<file path="config.mk">
export PLATFORM = sky130hd
export DESIGN_NAME = bp_update_arbiter_flat
export DESIGN_NICKNAME = d
export VERILOG_FILES = /design/src/rtl/bp_update_arbiter_pkg.sv /design/src/rtl/bp_update_arbiter_if.sv /design/src/rtl/bp_upd_fifo.sv /design/src/rtl/bp_update_arbiter.sv /design/src/flat_wrapper.sv
export SDC_FILE = /design/constraint.sdc
export NUM_CORES = 1
export LEC_CHECK = 0
export ABC_CLOCK_PERIOD_IN_PS = 11600
export BUFFER_PORTS_ARGS = -buffer_cell sky130_fd_sc_hd__buf_2
export CORE_UTILIZATION = 24
export CTS_CLUSTER_SIZE = 25
export DETAILED_ROUTE_END_ITERATION = 8
export RECOVER_POWER = 25
export SETUP_SLACK_MARGIN = 0.15
export SLEW_MARGIN = 25
export SYNTH_ARGS = -nofsm -noshare
export SYNTH_HDL_FRONTEND = slang
export SYNTH_SLANG_ARGS = --single-unit
</file>
<file path="constraint.sdc">
create_clock -name clk -period 11.6 [get_ports clk]
set_clock_uncertainty 0.2 [all_clocks]
set_input_delay 1.16 -clock clk [delete_from_list [all_inputs] [get_ports clk]]
set_output_delay 1.16 -clock clk [all_outputs]
set_load 0.005 [all_outputs]
</file>
<file path="src/rtl/bp_update_arbiter_pkg.sv">
`default_nettype none
// ============================================================================
// Module      : bp_update_arbiter_pkg
// Description : Shared defaults and pending-update entry record.
// Revision    : 1.0 - initial release
// ============================================================================
package bp_update_arbiter_pkg;

    localparam int c_DEPTH_DEF  = 4;
    localparam int c_ADDR_W_DEF = 32;

    // Queue entries are stored packed as {addr, taken}, matching this layout.
    typedef struct packed {
        logic [c_ADDR_W_DEF-1:0] addr;
        logic                    taken;
    } bp_entry_t;

endpackage
`default_nettype wire

</file>
<file path="src/rtl/bp_update_arbiter_if.sv">
`default_nettype none
// ============================================================================
// Module      : bp_update_arbiter_if
// Description : Request, control and predictor-update bundle.
// Revision    : 1.0 - initial release
// ============================================================================
interface bp_update_arbiter_if
    import bp_update_arbiter_pkg::*;
#(
    parameter int DEPTH  = c_DEPTH_DEF,
    parameter int ADDR_W = c_ADDR_W_DEF
);

    logic                     rdy;
    logic                     flush;
    logic                     req0_valid;
    logic [ADDR_W-1:0]        req0_addr;
    logic                     req0_taken;
    logic                     req0_ready;
    logic                     req1_valid;
    logic [ADDR_W-1:0]        req1_addr;
    logic                     req1_taken;
    logic                     req1_ready;
    logic                     upd_en;
    logic                     upd_res;
    logic [ADDR_W-1:0]        upd_addr;
    logic [$clog2(DEPTH):0]   count;

    modport master (
        output rdy, flush,
        output req0_valid, req0_addr, req0_taken,
        output req1_valid, req1_addr, req1_taken,
        input  req0_ready, req1_ready,
        input  upd_en, upd_res, upd_addr, count
    );

    modport slave (
        input  rdy, flush,
        input  req0_valid, req0_addr, req0_taken,
        input  req1_valid, req1_addr, req1_taken,
        output req0_ready, req1_ready,
        output upd_en, upd_res, upd_addr, count
    );

endinterface
`default_nettype wire

</file>
<file path="src/rtl/bp_upd_fifo.sv">
`default_nettype none
// ============================================================================
// Module      : bp_upd_fifo
// Description : Pending-update FIFO, two write ports (wr0 lands first), one read.
// Revision    : 1.0 - initial release
// ============================================================================
module bp_upd_fifo #(
    parameter int DEPTH  = 4,
    parameter int DATA_W = 33
) (
    input  wire logic                      clk,
    input  wire logic                      rst,
    input  wire logic                      clr_i,
    input  wire logic                      wr0_en_i,
    input  wire logic [DATA_W-1:0]         wr0_data_i,
    input  wire logic                      wr1_en_i,
    input  wire logic [DATA_W-1:0]         wr1_data_i,
    input  wire logic                      rd_en_i,
    output logic      [DATA_W-1:0]         rd_data_o,
    output logic      [$clog2(DEPTH):0]    count_o
);

    localparam int PTR_W = $clog2(DEPTH);
    localparam int CNT_W = PTR_W + 1;

    logic [DATA_W-1:0] mem_q [DEPTH];
    logic [PTR_W-1:0]  wr_ptr_q, wr_ptr_d;
    logic [PTR_W-1:0]  rd_ptr_q, rd_ptr_d;
    logic [CNT_W-1:0]  count_q,  count_d;
    logic [PTR_W-1:0]  w_wr1_ptr;

    // wr1 takes the slot after wr0 when both write, otherwise the tail slot.
    assign w_wr1_ptr = wr_ptr_q + PTR_W'(wr0_en_i);

    always_comb begin
        wr_ptr_d = wr_ptr_q + PTR_W'(wr0_en_i) + PTR_W'(wr1_en_i);
        rd_ptr_d = rd_ptr_q + PTR_W'(rd_en_i);
        count_d  = count_q + CNT_W'(wr0_en_i) + CNT_W'(wr1_en_i) - CNT_W'(rd_en_i);
        if (clr_i) begin
            wr_ptr_d = '0;
            rd_ptr_d = '0;
            count_d  = '0;
        end
    end

    always_ff @(posedge clk or posedge rst) begin
        if (rst) begin
            wr_ptr_q <= '0;
            rd_ptr_q <= '0;
            count_q  <= '0;
        end else begin
            wr_ptr_q <= wr_ptr_d;
            rd_ptr_q <= rd_ptr_d;
            count_q  <= count_d;
        end
    end

    always_ff @(posedge clk) begin
        if (wr0_en_i) begin
            mem_q[wr_ptr_q] <= wr0_data_i;
        end
        if (wr1_en_i) begin
            mem_q[w_wr1_ptr] <= wr1_data_i;
        end
    end

    assign rd_data_o = mem_q[rd_ptr_q];
    assign count_o   = count_q;

endmodule
`default_nettype wire

</file>
<file path="src/rtl/bp_update_arbiter.sv">
`default_nettype none
// ============================================================================
// Module      : bp_update_arbiter
// Description : Merges two branch-resolution streams into one predictor update port.
// Revision    : 1.0 - initial release
// ============================================================================
module bp_update_arbiter
    import bp_update_arbiter_pkg::*;
#(
    parameter int DEPTH  = c_DEPTH_DEF,
    parameter int ADDR_W = c_ADDR_W_DEF
) (
    input  wire logic          clk,
    input  wire logic          rst,
    bp_update_arbiter_if.slave bus
);

    localparam int CNT_W   = $clog2(DEPTH) + 1;
    localparam int ENTRY_W = ADDR_W + 1;

    logic               rr_q, rr_d;
    logic [CNT_W-1:0]   w_count;
    logic [CNT_W-1:0]   w_free;
    logic               w_active;
    logic               w_both;
    logic               w_contend;
    logic               w_ready0;
    logic               w_ready1;
    logic               w_push0;
    logic               w_push1;
    logic               w_upd_en;
    logic               w_pop;
    logic [ENTRY_W-1:0] w_head;

    // Capacity comes from the registered count only; a same-edge pop frees nothing.
    assign w_free   = CNT_W'(DEPTH) - w_count;
    assign w_active = bus.rdy && !bus.flush && !rst;
    assign w_both   = bus.req0_valid && bus.req1_valid;

    always_comb begin
        w_ready0  = 1'b0;
        w_ready1  = 1'b0;
        w_contend = 1'b0;
        if (w_active) begin
            if (w_free >= CNT_W'(2)) begin
                w_ready0 = 1'b1;
                w_ready1 = 1'b1;
            end else if (w_free == CNT_W'(1)) begin
                w_contend = w_both;
                w_ready0  = !w_both || !rr_q;
                w_ready1  = !w_both ||  rr_q;
            end
        end
    end

    assign w_push0  = bus.req0_valid && w_ready0;
    assign w_push1  = bus.req1_valid && w_ready1;
    assign w_upd_en = (w_count != '0) && !bus.flush && !rst;
    assign w_pop    = bus.rdy && w_upd_en;

    always_comb begin
        rr_d = rr_q;
        if (bus.flush) begin
            rr_d = 1'b0;
        end else if (w_contend) begin
            rr_d = !rr_q;
        end
    end

    always_ff @(posedge clk or posedge rst) begin
        if (rst) begin
            rr_q <= 1'b0;
        end else begin
            rr_q <= rr_d;
        end
    end

    bp_upd_fifo #(
        .DEPTH  (DEPTH),
        .DATA_W (ENTRY_W)
    ) u_fifo (
        .clk        (clk),
        .rst        (rst),
        .clr_i      (bus.flush),
        .wr0_en_i   (w_push0),
        .wr0_data_i ({bus.req0_addr, bus.req0_taken}),
        .wr1_en_i   (w_push1),
        .wr1_data_i ({bus.req1_addr, bus.req1_taken}),
        .rd_en_i    (w_pop),
        .rd_data_o  (w_head),
        .count_o    (w_count)
    );

    assign bus.req0_ready = w_ready0;
    assign bus.req1_ready = w_ready1;
    assign bus.upd_en     = w_upd_en;
    assign bus.upd_addr   = w_head[ENTRY_W-1:1];
    assign bus.upd_res    = w_head[0];
    assign bus.count      = w_count;

endmodule
`default_nettype wire

</file>
<file path="src/flat_wrapper.sv">
// flat-port wrapper written by rule: the top's interface ports become plain ports
module bp_update_arbiter_flat import bp_update_arbiter_pkg::*;
#(
    parameter int DEPTH  = c_DEPTH_DEF,
    parameter int ADDR_W = c_ADDR_W_DEF
)
  (clk, rst, bus_rdy, bus_flush, bus_req0_valid, bus_req0_addr, bus_req0_taken, bus_req1_valid, bus_req1_addr, bus_req1_taken, bus_req0_ready, bus_req1_ready, bus_upd_en, bus_upd_res, bus_upd_addr, bus_count);
  bp_update_arbiter_if #(.DEPTH(DEPTH), .ADDR_W(ADDR_W)) bus_i ();
  input  wire logic clk;
  input  wire logic rst;
  input wire logic [$bits(bus_i.rdy)-1:0] bus_rdy;
  input wire logic [$bits(bus_i.flush)-1:0] bus_flush;
  input wire logic [$bits(bus_i.req0_valid)-1:0] bus_req0_valid;
  input wire logic [$bits(bus_i.req0_addr)-1:0] bus_req0_addr;
  input wire logic [$bits(bus_i.req0_taken)-1:0] bus_req0_taken;
  input wire logic [$bits(bus_i.req1_valid)-1:0] bus_req1_valid;
  input wire logic [$bits(bus_i.req1_addr)-1:0] bus_req1_addr;
  input wire logic [$bits(bus_i.req1_taken)-1:0] bus_req1_taken;
  output wire logic [$bits(bus_i.req0_ready)-1:0] bus_req0_ready;
  output wire logic [$bits(bus_i.req1_ready)-1:0] bus_req1_ready;
  output wire logic [$bits(bus_i.upd_en)-1:0] bus_upd_en;
  output wire logic [$bits(bus_i.upd_res)-1:0] bus_upd_res;
  output wire logic [$bits(bus_i.upd_addr)-1:0] bus_upd_addr;
  output wire logic [$bits(bus_i.count)-1:0] bus_count;
  assign bus_i.rdy = bus_rdy;
  assign bus_i.flush = bus_flush;
  assign bus_i.req0_valid = bus_req0_valid;
  assign bus_i.req0_addr = bus_req0_addr;
  assign bus_i.req0_taken = bus_req0_taken;
  assign bus_i.req1_valid = bus_req1_valid;
  assign bus_i.req1_addr = bus_req1_addr;
  assign bus_i.req1_taken = bus_req1_taken;
  assign bus_req0_ready = bus_i.req0_ready;
  assign bus_req1_ready = bus_i.req1_ready;
  assign bus_upd_en = bus_i.upd_en;
  assign bus_upd_res = bus_i.upd_res;
  assign bus_upd_addr = bus_i.upd_addr;
  assign bus_count = bus_i.count;
  bp_update_arbiter #(.DEPTH(DEPTH), .ADDR_W(ADDR_W)) u_core (.clk(clk), .rst(rst), .bus(bus_i));
endmodule
</file>
==> metrics.csv <==
stage,metric,value,unit
global_route,global-route wire length before repair,25060,µm
detailed_routing,via count,3872,
synth,sequential share of the synthesized area,58.06,%
clock_tree,CTS clock-pin slew for the worst setup and hold paths,0.07,ns
synth,mux share of post-synthesis cell area,32.87,%
global_route,largest net degree at the start of global routing,35,
clock_tree,clk_lat worst skew,0.42,ns
global_route,"Remaining Overflow, GRT",0,
synth,Post-Syn Area,7172,µm²
worst_setup_path,RR Endpoint,u_core.u_fifo.mem_q[2][14],
synth,Unique masters post-synth,39,
worst_setup_path,Setup crit end kind,register,
layout,Final Cell Area,8676,µm²
global_route,busiest grt layer,met2,
placed_design,GPL Wtd Cong,0.7285,
sta,RSZ-0062 raised after global routing,no,
clock_tree,post-cts gate resize count,0,
flow_run,max_cap viols,2,
detailed_routing,drt total wl,16490,µm
synth,Synth top area share,55.27,%
global_route,met3 GRT Util,3.568,%
worst_setup_path,CP Data Required Time,11.49,ns
floorplan,Die X,174.9,µm
clock_tree,number of setup buffers added after CTS,0,
synth,Synth warnings,0,
floorplan,Die Y,174.9,µm
synth,Synth Area in Adders,1.954,%
detailed_routing,DRC,0,
layout,fill count,2918,
synth,number of synthesized flops with an enable pin,132,
layout,Layout area overhead,20.97,%
worst_setup_path,Setup Crit Path Kind,register to register,
worst_setup_path,Max Fanout on Critical Path,34,
clock_tree,Clock Sinks,140,
floorplan,I/O Pins,111,
floorplan,Core ar.,29010,µm²
synth,top-count cell post-synth,edfxtp_1,
sta,Max-slew headroom,-19.19,%
sta,max-slew violation count,52,
worst_setup_path,CP endpoint,u_core.u_fifo.mem_q[2][14],
global_route,initial antenna violation count,2,
worst_setup_path,startpoint type of the worst setup path,register,
status,failing checks,"max-capacitance violations, max-slew violations",
worst_setup_path,CP Launch Point,u_core.u_fifo.count_o[1],
worst_setup_path,R2R cell count,11,
clock_tree,CTS tree,yes,
worst_setup_path,R2R Path Start,u_core.u_fifo.count_o[1],
synth,Yosys top cell by area,edfxtp_1,
synth,compound-cell area share of the yosys netlist,0.8723,%
placed_design,Post-DP Area,8104,µm²
pwr,maximum vdd drop,0.09140,mV
sta,period utilisation layout,44.27,%
placed_design,Buffers on Ports,110,
clock_tree,Num CTS Buffers,17,
layout,layout cell share with drive strength beyond 1,58.25,%
clock_tree,# hold bufs at CTS,0,
global_route,met1 Resource Use GR,14.54,%
synth,Async SR Flop Fraction,5.714,%
sta,post-layout min period,5.135,ns
sta,final setup violation count,0,
detailed_routing,1st-iter DRT viols,234,
min_path,Min-Delay Path Class,register to register,
pwr,LEAKAGE,0.003091,µW
sta,worst slew pin tran,1.788,ns
synth,"flops & latches, synth",140,
synth,Post-synth top cells,"edfxtp_1, mux2_2, mux2_4, mux4_2, nor2_1",
global_route,Total GRT Usage,11.16,%
layout,Util after Layout,29.90,%
status,outcome,"complete, but fails checks",
worst_setup_path,flop2flop setup slack,6.46,ns
worst_setup_path,crit path DAT,5.02,ns
placed_design,# placed instances,866,
layout,# nets final,584,
synth,"Primary FF master, synth",edfxtp_1,
synth,Synth area leaders,"edfxtp_1, mux2_2, mux4_2, mux2_4, dfrtp_1",
placed_design,HPWL Detailed,10500,µm
layout,fin cells,900,
detailed_routing,vias per cell,4.302,
synth,Simple-Gate Fraction of Synth Area,2.530,%
detailed_routing,wire per inst,18.32,µm
synth,synthesized instance count,390,
detailed_routing,post-route antenna net violation count,0,
synth,largest family of logic cells by synthesized area,multiplexers,
synth,Synth Net Count,472,
floorplan,Initial Util,24.72,%
global_route,met2 GRT Util,17.71,%
synth,Avg Inst Size Synth,18.39,µm²
clock_tree,Clock Tree Buf Depth,2,
sta,Setup TNS,0,ns
sta,fmax,0.1947,GHz
clock_tree,CTS root buffer,clkbuf_16,
sta,endpoints failing hold,0,
global_route,vias in the first global route,4212,
pwr,Pwr per Cell Area,152.7,nW/µm²
detailed_routing,drt first pass iters,4,
floorplan,number of core rows,62,
floorplan,area of the die,30580,µm²
pwr,Pwr Total,1325,µW
synth,xor/xnor cell area share of the yosys netlist,0.8374,%
clock_tree,H-tree depth,4,
[routing by layer]
metal	up-vias	routed length, µm
met5	-	8
met4	2	170
met3	19	846
met2	91	7738
met1	1965	7722
li1	1795	-
[flip-flops by register name, summed over array words and instances, names as in the netlist]
register and cells:
u_core.rr_q 1, u_core.u_fifo.count_o 3, u_core.u_fifo.mem_q 132, u_core.u_fifo.rd_ptr_q 2, u_core.u_fifo.wr_ptr_q 2
[cells by family after synthesis]
kind of cell | after synthesis
AND/OR/NAND/NOR | 30
flip-flops | 140
adder cells (fa/ha/maj) | 10
buffers and inverters | 30
multiplexers | 165
XOR/XNOR | 6
AO/OA/AOI/OAI | 9
[critical path: stages (launching register included)]
cell,delay [ns]
dfrtp_1,0.47
inv_1,0.08
ha_1,0.18
ha_1,0.29
or3b_2,0.51
o211ai_1,0.56
inv_1,0.17
ha_1,0.25
xor2_1,0.36
or4b_4,0.87
o21ai_4,0.43
buf_4,0.42
[area by class of cell]
type | count | area (µm²) | area share [%]
diodes | 1 | 2.502 | 0.02884
repair buffers | 117 | 579.3 | 6.677
clock inverters | 15 | 188.9 | 2.178
clock buffers | 17 | 425.4 | 4.903
well taps | 384 | 480.5 | 5.538
flip-flops and latches | 140 | 4165 | 48.01
multi-input cells | 220 | 2811 | 32.41
inverters | 6 | 22.52 | 0.2596
[metrics by stage]
| stage | worst slack (ns) | hold WS [ns] |
|---|---|---|
| floorplan | 6.587 | 0.3508 |
| global placement | 6.376 | 0.3866 |
| detailed placement | 6.268 | 0.4014 |
| CTS | 6.253 | 0.4188 |
| global route | 6.087 | 0.4575 |
| finish | 6.465 | 0.4206 |
[placed cells by master (no fill, tap or decap), drive strengths merged]
cell | synthesis | routed
buf | 17 | 96
o211ai | 1 | 1
a31o | 1 | 1
mux2 | 132 | 132
a21o | 1 | 1
a21boi | 1 | 1
nor4b | 1 | 1
fa | 2 | 2
diode | 0 | 1
dfrtp | 8 | 8
o31ai | 1 | 1
nand4bb | 1 | 1
or4b | 1 | 1
nor3b | 1 | 1
xnor2 | 4 | 4
a21oi | 3 | 3
nand2 | 3 | 3
nor2 | 12 | 12
nand2b | 1 | 1
xor2 | 2 | 2
or3b | 1 | 1
clkbuf | 7 | 38
mux4 | 33 | 33
nand3b | 1 | 1
o21ai | 1 | 1
ha | 8 | 8
or4 | 1 | 1
bufinv | 0 | 3
nand3 | 2 | 2
inv | 6 | 10
clkinv | 0 | 8
edfxtp | 132 | 132
nor2b | 2 | 2
nor3 | 3 | 3
[power by group]
group | internal [µW] | total [µW] | switching (µW)
combinational | 87.0 | 171 | 83.6
sequential | 575 | 587 | 12.2
clock | 343 | 567 | 224
[worst min-delay path by stage]
stage	start	endpoint	slack, ns	depth (start not counted)
6_report	u_core.rr_q	u_core.rr_q	0.42	2
3_5_place_dp	u_core.rr_q	u_core.rr_q	0.40	2
2_1_floorplan	u_core.rr_q	u_core.rr_q	0.35	2
4_1_cts	u_core.rr_q	u_core.rr_q	0.42	2
5_1_grt	u_core.rr_q	u_core.rr_q	0.46	2
3_3_place_gp	u_core.rr_q	u_core.rr_q	0.39	2
(Power assumes the default switching activity.)
